<file path="src/rtl/ifetch_queue.sv">
// Instruction fetch unit: requests cache lines, buffers one line and streams its words into a small queue.
// Optional stall counter output o_perf_starve_cnt is built when IFETCH_PERF_CNT_EN is defined.
module ifetch_queue #(
  parameter int                ADDR_W         = 30,
  parameter int                WORDS_PER_LINE = 4,
  parameter int                FIFO_DEPTH     = 4,
  parameter logic [ADDR_W-1:0] RESET_PC       = '0
) (
  input  logic                                       clk,
  input  logic                                       rst,
  input  logic                                       i_redirect_valid,
  input  logic [ADDR_W-1:0]                          i_redirect_pc,
  output logic                                       o_req_valid,
  output logic [ADDR_W-$clog2(WORDS_PER_LINE)-1:0]   o_req_addr,
  input  logic                                       i_req_ready,
  input  logic                                       i_resp_valid,
  input  logic [32*WORDS_PER_LINE-1:0]               i_resp_data,
  output logic                                       o_out_valid,
  input  logic                                       i_out_ready,
  output logic [ADDR_W-1:0]                          o_out_pc,
`ifdef IFETCH_PERF_CNT_EN
  output logic [31:0]                                o_perf_starve_cnt,
`endif
  output logic [31:0]                                o_out_insn
);

  localparam int OFF_W  = $clog2(WORDS_PER_LINE);
  localparam int LINE_W = ADDR_W - OFF_W;
  localparam int PTR_W  = $clog2(FIFO_DEPTH);
  localparam logic [PTR_W:0] DEPTH_C = (PTR_W+1)'(FIFO_DEPTH);

  typedef enum logic [1:0] {S_REQ, S_WAIT, S_RUN, S_FLUSH} state_t;

  state_t r_state, w_state_next;

  logic [ADDR_W-1:0] r_pc;
  logic [31:0]       r_line [WORDS_PER_LINE];
  logic [LINE_W-1:0] r_line_tag;
  logic              r_line_valid;
  logic [ADDR_W-1:0] r_q_pc   [FIFO_DEPTH];
  logic [31:0]       r_q_insn [FIFO_DEPTH];
  logic [PTR_W-1:0]  r_wptr, r_rptr;
  logic [PTR_W:0]    r_count;

  logic [31:0]       w_resp_words [WORDS_PER_LINE];
  logic [OFF_W-1:0]  w_off;
  logic [31:0]       w_push_insn;
  logic              w_last, w_full, w_pop, w_space, w_accept, w_hit;
  logic              w_push, w_store_line;

  assign w_off    = r_pc[OFF_W-1:0];
  assign w_last   = &w_off;
  assign w_full   = (r_count == DEPTH_C);
  assign w_pop    = o_out_valid && i_out_ready && !i_redirect_valid;
  assign w_space  = !w_full || w_pop;
  assign w_hit    = r_line_valid && (r_line_tag == r_pc[ADDR_W-1:OFF_W]);

  // A full queue holds off the next line request so a response never has to wait in front of it.
  assign o_req_valid = (r_state == S_REQ) && !rst && !w_full;
  assign o_req_addr  = r_pc[ADDR_W-1:OFF_W];
  assign w_accept    = o_req_valid && i_req_ready;

  assign o_out_valid = (r_count != '0);
  assign o_out_pc    = r_q_pc[r_rptr];
  assign o_out_insn  = r_q_insn[r_rptr];

  always_comb begin
    for (int i = 0; i < WORDS_PER_LINE; i++) begin
      w_resp_words[i] = i_resp_data[32*i +: 32];
    end
    w_push_insn = (r_state == S_WAIT) ? w_resp_words[w_off] : r_line[w_off];
  end

  always_ff @(posedge clk) begin
    if (rst) r_state <= S_REQ;
    else     r_state <= w_state_next;
  end

  always_comb begin
    w_state_next = r_state;
    w_push       = 1'b0;
    w_store_line = 1'b0;
    case (r_state)
      S_REQ: begin
        if (i_redirect_valid)  w_state_next = w_accept ? S_FLUSH : S_REQ;
        else if (w_accept)     w_state_next = S_WAIT;
      end
      S_WAIT: begin
        if (i_redirect_valid) begin
          w_state_next = i_resp_valid ? S_REQ : S_FLUSH;
        end else if (i_resp_valid) begin
          w_store_line = 1'b1;
          w_push       = w_space;
          w_state_next = (w_space && w_last) ? S_REQ : S_RUN;
        end
      end
      S_RUN: begin
        if (i_redirect_valid || !w_hit) begin
          w_state_next = S_REQ;
        end else if (w_space) begin
          w_push = 1'b1;
          if (w_last) w_state_next = S_REQ;
        end
      end
      S_FLUSH: begin
        // The response to the abandoned request is the only thing still in flight.
        if (i_resp_valid) w_state_next = S_REQ;
      end
      default: w_state_next = S_REQ;
    endcase
  end

  always_ff @(posedge clk) begin
    if (rst) begin
      r_pc         <= RESET_PC;
      r_line_tag   <= '0;
      r_line_valid <= 1'b0;
      r_wptr       <= '0;
      r_rptr       <= '0;
      r_count      <= '0;
      for (int i = 0; i < WORDS_PER_LINE; i++) r_line[i] <= '0;
      for (int i = 0; i < FIFO_DEPTH; i++) begin
        r_q_pc[i]   <= '0;
        r_q_insn[i] <= '0;
      end
    end else if (i_redirect_valid) begin
      r_pc         <= i_redirect_pc;
      r_line_valid <= 1'b0;
      r_wptr       <= '0;
      r_rptr       <= '0;
      r_count      <= '0;
    end else begin
      if (w_store_line) begin
        for (int i = 0; i < WORDS_PER_LINE; i++) r_line[i] <= w_resp_words[i];
        r_line_tag   <= r_pc[ADDR_W-1:OFF_W];
        r_line_valid <= 1'b1;
      end
      if (w_push) begin
        r_q_pc[r_wptr]   <= r_pc;
        r_q_insn[r_wptr] <= w_push_insn;
        r_wptr           <= r_wptr + PTR_W'(1);
        r_pc             <= r_pc + ADDR_W'(1);
      end
      if (w_pop) r_rptr <= r_rptr + PTR_W'(1);
      r_count <= r_count + {{PTR_W{1'b0}}, w_push} - {{PTR_W{1'b0}}, w_pop};
    end
  end

`ifdef IFETCH_PERF_CNT_EN
  always_ff @(posedge clk) begin
    if (rst)                             o_perf_starve_cnt <= '0;
    else if (i_out_ready && !o_out_valid) o_perf_starve_cnt <= o_perf_starve_cnt + 32'd1;
  end
`endif

endmodule

</file>
<file path="config.mk">
export PLATFORM = sky130hd
export DESIGN_NAME = ifetch_queue
export DESIGN_NICKNAME = d
export VERILOG_FILES = /design/src/rtl/ifetch_queue.sv
export SDC_FILE = /design/constraint.sdc
export NUM_CORES = 1
export LEC_CHECK = 0
export CAP_MARGIN = 20
export CORE_MARGIN = 3
export CORE_UTILIZATION = 40
export CTS_BUF_LIST = sky130_fd_sc_hd__clkbuf_2
export DETAILED_ROUTE_END_ITERATION = 10
export GPL_TIMING_DRIVEN = 0
export PLACE_DENSITY_LB_ADDON = 0.25
export SYNTH_ARGS = -nofsm -noshare
export SYNTH_HDL_FRONTEND = slang
export SYNTH_SLANG_ARGS = --single-unit
</file>
<file path="constraint.sdc">
create_clock -name clk -period 6.33 [get_ports clk]
set_input_delay 1.5825 -clock clk [delete_from_list [all_inputs] [get_ports clk]]
set_output_delay 1.5825 -clock clk [all_outputs]
set_load 0.005 [all_outputs]
</file>
======== Yosys cells after proc, flatten, opt, wreduce, memory -nomap -nowiden ========
Memories as Yosys holds them, arrays and structs flattened. A register that Yosys moved wholly into a read port is not among the register bits.
Index checks and enable logic that the tools add are counted.
operators by class
  equality and inequality tests ........... 10
  reduce and logical (&&, ||, !) cells .... 22
  bitwise operators ....................... 6
  mux-type cells .......................... 52
  add/subtract/negate cells ............... 5
  magnitude comparators ................... 1
operators with widths
  kind                                                             number
  32-bit 2-to-1 mux                                                8
  30-bit 2-to-1 mux                                                3
  32-bit binary-select mux with 2-bit select                       1
  2-bit 2-to-1 mux                                                 19
  32-bit OR reduction                                              1
  30-bit by 1-bit adder with 30-bit output, second input constant  1
  30-bit OR reduction                                              1
  28-bit == test                                                   1
  1-bit 2-to-1 mux                                                 19
  3-bit != test, second input constant                             4
  2-bit one-hot mux with 4 select lines                            1
  1-bit logical AND                                                7
  5-bit AND reduction                                              1
  2-bit by 1-bit adder with 2-bit output, second input constant    2
  2-bit == test, second input constant                             2
  1-bit zero test                                                  4
  1-bit OR                                                         4
  2-bit AND reduction                                              2
  3-bit by 1-bit adder with 3-bit output                           1
  3-bit == test, second input constant                             1
  3-bit greater-or-equal comparator, second input constant         1
  2-bit inverter with 3-bit output                                 1
  3-bit nonzero test                                               1
  3-bit by 1-bit subtractor with 3-bit output                      1
  8 further kinds                                                  9
word-level totals
  output and inout bits ................... 92
  bits of input ports ..................... 164
  register bits ........................... 68
  memories ................................ 3
  word-level logic and storage cells ...... 106
  RAM bits ................................ 376
memories
  memory    depth  width  rd ports  clocked after memory_dff  wr ports  RTL line  text
  r_line    4      32     1         1                         4         37        logic [31:0] r_line [WORDS_PER_LINE];
  r_q_insn  4      32     1         1                         4         41        logic [31:0] r_q_insn [FIFO_DEPTH];
  r_q_pc    4      30     1         1                         4         40        logic [ADDR_W-1:0] r_q_pc [FIFO_DEPTH];

======== Depth between registers and ports, before layout ========
Gate-level depths: netlist of run 1.
  depth after elaboration ................. 13
  depth in mapped cells ................... 15
  mapped depth without buffers ............ 15

======== Worst setup path after synthesis of run 1 ========
Ideal clock, no wire load.
  kind .................................... input to register
  from .................................... input port i_redirect_valid
  to ...................................... memory r_line[0][0], enable pin
  buffers on the path ..................... 3
  arrival time ............................ 4836 ps
  cell stages on the path ................. 6
  required time ........................... 5850 ps
  slack ................................... 1013 ps
  library setup time ...................... 480 ps
  path through ............................ clkbuf_1 > inv_1 > a31oi_1 > clkbuf_1 > clkbuf_1 > inv_1
RTL lines
  item                RTL line  text
  start: declaration  11        input logic i_redirect_valid,
  end: declaration    37

==> out/qor.yml, run 1 <==
grt_max_degree: 77
reg2reg_from: "r_pc[25]"
worst_clock_skew_ns: 0.0714
grt_pass1_vias: 14600
crit_path_end_kind: "primary output"
first_pass_iters: 7
hp-class: "reg2reg"
numCtsBuffers: 116
drv_slew: 0
synth_compound_area_frac: 0.0368
cts_buffer_depth: 3
wirelength_mm: 57.9
synth_nets: 1642
antenna_found_initial: 1
ant_nets: 0
fin_nets: 2020
die_height_um: 236
routabilityCongestion: 0.876
synth.area.mux_share: 0.151
syn_to_final_growth_pct: 21.9
yosysWarnings: 0
cts_setup_buffers: 0
min_period_ns: 5.45
final_cell_mix: "edfxtp_1, clkdlybuf4s50_1, and2_1"
final_common_cell: "edfxtp_1"
cts.sinks: 448
synthXorXnorAreaFrac: 0.0149
critical_path.max_fanout: 10
pin_count: 256
grt_pass1_wl_mm: 87.3
criticalPathCategory: "reg2out"
ctsHoldBuffers: 0
regToRegEndpoint: "r_q_pc[0][15]"
max-slew-margin-rel: 0.281
drcViolationCount: 0
netlist_area_sq_um: 21100
synth.distinct_cells: 63
grt_usage: 0.207
synth_ff_type: "edfxtp_1"
cts_tree: "yes"
core_region_area_sq_um: 51700
cts_resized: 0
finalPower_mw: 6.16
synthArstFlopShare: 0
placed_area_sq_um: 24700
synth-edff-count: 376
vias_per_cell: 5.28
max_freq_mhz: 183
num_rows: 83
startpoint_type: "flip-flop"
power_density_nw_per_um2: 240
r2r_cells: 10
dieArea_sq_um: 55500
wl_per_cell_um: 22.2
rsz0062_at_grt: "no"
ctsRootBufferMaster: "clkbuf_2"
regToRegSetupSlack_ns: 1.81
setup_violations: 0
maxCapViolCount: 0
yosys.area_share.simple: 0.150
leakagePower_nw: 9.34
endpoint: "o_out_pc[11]"
clkLatencyLatePin_ns: 1.11
synth_seq_area_share: 0.603
fin_area_sq_um: 25700
ys_ff_latch: 448
htree_levels: 3
drive_gt1_frac: 0.211
outcome: "finished clean"
place_hpwl_mm: 39.9
first_iter_violations: 1129
hold_viol_final: 0
cp_data_arrival_time_ns: 3.87
die_x_um: 236
path_clk_slew_ns: 0.11
vias: 13800
grt_overflow: 0
period_share: 0.861
required_ns: 4.75
peakVddDrop_v: 0.000125
start_util: 0.408
syn_area_per_cell_sq_um: 14.4
synth_fa_ha_area_frac: 0.00569
port_buffers: 255
synth_top_family_by_area: "multiplexers"
postSynthCellCount: 1469
tightestPinTransition_ns: 1.05
fin_setup_tns_ns: 0
[registers in the layout (all words and copies together), names as in the netlist, named ones only]
name	flops
r_count	3
r_line	128
r_line_tag	28
r_line_valid	1
r_pc	30
r_q_insn	128
r_q_pc	120
r_rptr	2
r_state	2
r_wptr	2
[metrics by stage]
step | hold WS, ns | std cells | util | setup WS [ns]
after floorplan | 0.437 | 1469 | - | 1.01
after global placement | 0.451 | 2404 | 0.474 | -1.55
after detailed placement | 0.454 | 2409 | 0.477 | 0.579
after CTS | 0.483 | 2611 | 0.497 | 0.711
after global routing | 0.524 | 2612 | 0.497 | 0.620
final | 0.493 | 2612 | 0.497 | 0.880
[worst max-delay path, cell delays in order, from the launching register on]
cell	delay, ns
dfxtp_1	0.31
clkbuf_1	0.50
buf_1	0.83
mux4_2	0.68
clkdlybuf4s50_1	0.48
[per-layer routing]
| layer | part of all wire | global-route usage | up-vias |
|---|---|---|---|
| met2 | 0.49 | 0.342 | 594 |
| li1 | - | - | 6287 |
| met3 | 0.081 | 0.0586 | 71 |
| met4 | 0.017 | 0.0605 | 0 |
| met1 | 0.41 | 0.267 | 6841 |
| met5 | 0 | 0 | - |
[how the worst min path moves through the flow]
stage | cells past startpoint | from | slack (ns) | end
after floorplan | 2 | r_line_valid | 0.44 | r_line_valid
after global placement | 2 | r_line_valid | 0.45 | r_line_valid
after detailed placement | 2 | r_line_valid | 0.45 | r_line_valid
after CTS | 2 | r_line_valid | 0.48 | r_line_valid
after global routing | 1 | r_line_tag[17] | 0.52 | r_line_tag[17]
final | 2 | r_line_valid | 0.49 | r_line_valid
[final cells by class]
cell class	count	area [sq um]
Clock buffer	174	871
Antenna cell	1	2.50
Multi-Input combinational cell	860	7590
Buffer	147	757
Clock inverter	28	170
Sequential cell	448	12700
Inverter	14	60.1
Fill cell	4595	26000
Tap cell	680	851
Timing Repair Buffer	260	2680
[cells by family (layout without fill, tap and decap cells)]
logic type,after synthesis,count (layout)
mux,160,160
compound gates,105,105
xor+xnor,36,36
other cells,0,1
flops,448,448
buf+inv,161,623
simple gates,550,550
fa+ha+maj,9,9
[synthesized netlist by cell type (all sizes together), types with 2 or more instances]
library cell  count  area share
a211oi            5      0.0018
a21boi            2     0.00071
a21oi            13      0.0031
a221o             2     0.00095
a22o             28       0.012
a311oi            2     0.00083
a31oi             3     0.00089
and2            216       0.064
and3             37       0.011
buf              64       0.021
clkbuf           82       0.015
dfxtp            72       0.068
edfxtp          376        0.54
ha                8      0.0047
inv              14      0.0026
mux2i            34       0.016
mux4            126        0.13
nand2            48      0.0085
nand2b            4      0.0012
nand3            18      0.0043
nand4            12      0.0039
nor2            171       0.042
nor2b             2     0.00059
nor3             12      0.0031
nor3b             5      0.0018
nor4             11      0.0049
o211ai           14      0.0050
o21ai            17      0.0040
o22ai             2     0.00059
o311ai            6      0.0025
or2               3     0.00089
or3               6      0.0018
or4               3      0.0012
xnor2             7      0.0029
xor2             29       0.012
[where the power goes]
group          internal (mW)  total (mW)  switching (mW)  leakage (nW)
Combinational          0.349       0.803           0.453          4.06
Sequential              3.31        3.36          0.0462          4.47
Clock                  0.811        2.00            1.19         0.802
Total                   4.47        6.16            1.69          9.34
(Power assumes the default switching activity.)
==> run 2, diff against run 1 <==
- CORE_MARGIN: 3 -> 2
==> run 2 against run 1 <==
Compared with the run above:
- die area shrank 1.7%
- largest power group unchanged
- combinational power shrank 0.6%
- maximum frequency grew 0.11%
- non-clock buffer count grew 2
- sequential share of layout area is essentially flat
- via count shrank 0.87%
- first-iteration DRC count shrank 2.3%
- sequential power is essentially flat
- global-route usage grew 0.15 points
==> out/qor.yml, run 2 (synthesis results as in run 1) <==
dp_worst_setup_slack_ns: 0.518  # -0.0604 ns
peakVddDrop_v: 0.000104  # -17%
vias_per_cell: 5.23  # -1.0%
r2r_cells: 10  # unchanged
grt_pass1_wl_mm: 84.2  # -3.5%
place_hpwl_mm: 39.8  # -0.26%
die_x_um: 234  # -0.85%
die_height_um: 234  # -0.85%
grt_use_met1: 0.267  # +0.000599
reg2reg_from: "r_pc[13]"
final_core_util: 0.491  # -0.00633
dieArea_sq_um: 54600  # -1.7%
rsz0062_at_grt: "no"
crit_family: "buffers and inverters"
cts_setup_buffers: 0  # unchanged
whs_ns: 0.482  # -0.0115 ns
startpoint_type: "flip-flop"
leakagePower_nw: 9.32  # -0.21%
grt_usage: 0.209  # +0.00151
regToRegSetupSlack_ns: 1.76  # -0.05 ns
final_cell_mix: "edfxtp_1, clkdlybuf4s50_1, and2_1"
critical_path.max_fanout: 10  # unchanged
drv_slew: 0  # unchanged
outcome: "finished clean"
final_common_cell: "edfxtp_1"
clkLatencyLatePin_ns: 1.11  # about the same
syn_to_final_growth_pct: 21.8  # about the same
grt_busiest_layer: "met2"
drive_gt1_frac: 0.211  # -0.000599
reg_top3: "r_line x128, r_q_insn x128, r_q_pc x120"
pin_count: 256  # unchanged
setup_ws_ns: 0.886  # +0.00623 ns
use_met3: 0.0515  # -0.00706
period_share: 0.860  # -0.000984
cpPeakStageDelay_ns: 0.86  # +0.03 ns
fin_setup_tns_ns: 0  # unchanged
numCtsBuffers: 113  # -2.6%
crit_slowest_cell: "buf_1"
whs_path_depth: 2  # unchanged
min_period_ns: 5.44  # -0.00623 ns
wirelength_mm: 56.5  # -2.5%
worst_clock_skew_ns: 0.0930  # +0.0216 ns
htree_levels: 3  # unchanged
criticalPathCategory: "reg2out"
path_cells: "clkbuf_1 > buf_1 > mux4_2 > clkdlybuf4s50_1"
hold_viol_final: 0  # unchanged
hp-class: "reg2reg"
endpoint: "o_out_pc[11]"
routabilityCongestion: 0.892  # +1.8%
path_clk_slew_ns: 0.10  # about the same
cp_data_arrival_time_ns: 3.86  # about the same
wl_per_cell_um: 21.6  # -2.7%
ctsRootBufferMaster: "clkbuf_2"
grt_max_degree: 93  # +21%
grt_pass1_vias: 14200  # -2.9%
start_util: 0.403  # -0.00486
fin_nets: 2019  # -0.050%
power_density_nw_per_um2: 237  # -1.3%
ant_nets: 0  # unchanged
max-slew-margin-rel: 0.285  # +0.00374
antenna_found_initial: 1  # unchanged
first_pass_iters: 6  # -1
path_depth: 4  # unchanged
num_rows: 84  # +1.2%
core_region_area_sq_um: 52300  # +1.2%
cts_tree: "yes"
vias: 13700  # -0.87%
setup_violations: 0  # unchanged
maxCapViolCount: 0  # unchanged
cts_resized: 0  # unchanged
tightestPinTransition_ns: 1.07  # +0.0216 ns
first_iter_violations: 1103  # -2.3%
drcViolationCount: 0  # unchanged
ctsHoldBuffers: 0  # unchanged
cts_buffer_depth: 3  # unchanged
required_ns: 4.75  # about the same
port_buffers: 255  # unchanged
crit_path_end_kind: "primary output"
max_freq_mhz: 184  # +0.11%
crit_buf_inv: 3  # unchanged
grt_overflow: 0  # unchanged
regToRegEndpoint: "r_q_pc[0][13]"
grtUsageMet2: 0.346  # +0.00369
cts.sinks: 448  # unchanged
-- run 2: cell types whose count changed in the layout (fill, tap and decap cells not counted), sizes merged --
cell	change
clkinv	+1
inv	+1
bufinv	-1
clkbuf	-7
buf	+2
-- run 2: cell type report --
class / instances / area [sq um]
clock inverter: 29 / 155
tap: 688 / 861
timing repair buffer: 262 / 2700
antenna: 1 / 2.50
clock buffer: 167 / 836
multi-input combinational: 860 / 7590
inverter: 14 / 60.1
fill: 4654 / 26600
buffer: 147 / 757
sequential: 448 / 12700
-- run 2: how the worst min path moves through the flow --
stage	start	end
after floorplan	r_line_valid	r_line_valid
after global placement	r_line_valid	r_line_valid
after detailed placement	r_line_valid	r_line_valid
after CTS	r_line_valid	r_line_valid
after global routing	r_line_tag[23]	r_line_tag[23]
final	r_line_valid	r_line_valid
-- run 2: per-stage QoR --
| step | total power, mW | std cells | area, sq um |
|---|---|---|---|
| 2_1_floorplan | 3.85 | 1469 | 21100 |
| 3_3_place_gp | 4.21 | 2412 | 24500 |
| 3_5_place_dp | 4.23 | 2418 | 24700 |
| 4_1_cts | 6.15 | 2614 | 25700 |
| 5_1_grt | 6.36 | 2616 | 25700 |
| 6_report | 6.08 | 2616 | 25700 |
-- run 2: tightest hold or removal path, stage by stage (launching register included) --
cell     delay, ns
dfxtp_1       0.34
a21oi_1       0.04
nor2_1        0.07
-- run 2: power breakdown --
part	internal, mW	switching [mW]
clock network	0.747	1.17
logic	0.350	0.447
registers	3.31	0.0449
-- run 2: layer usage --
metal	vias to the layer above	part of all wire
met5	-	0
met4	0	0.022
met3	92	0.080
met2	581	0.49
met1	6721	0.41
li1	6279	-
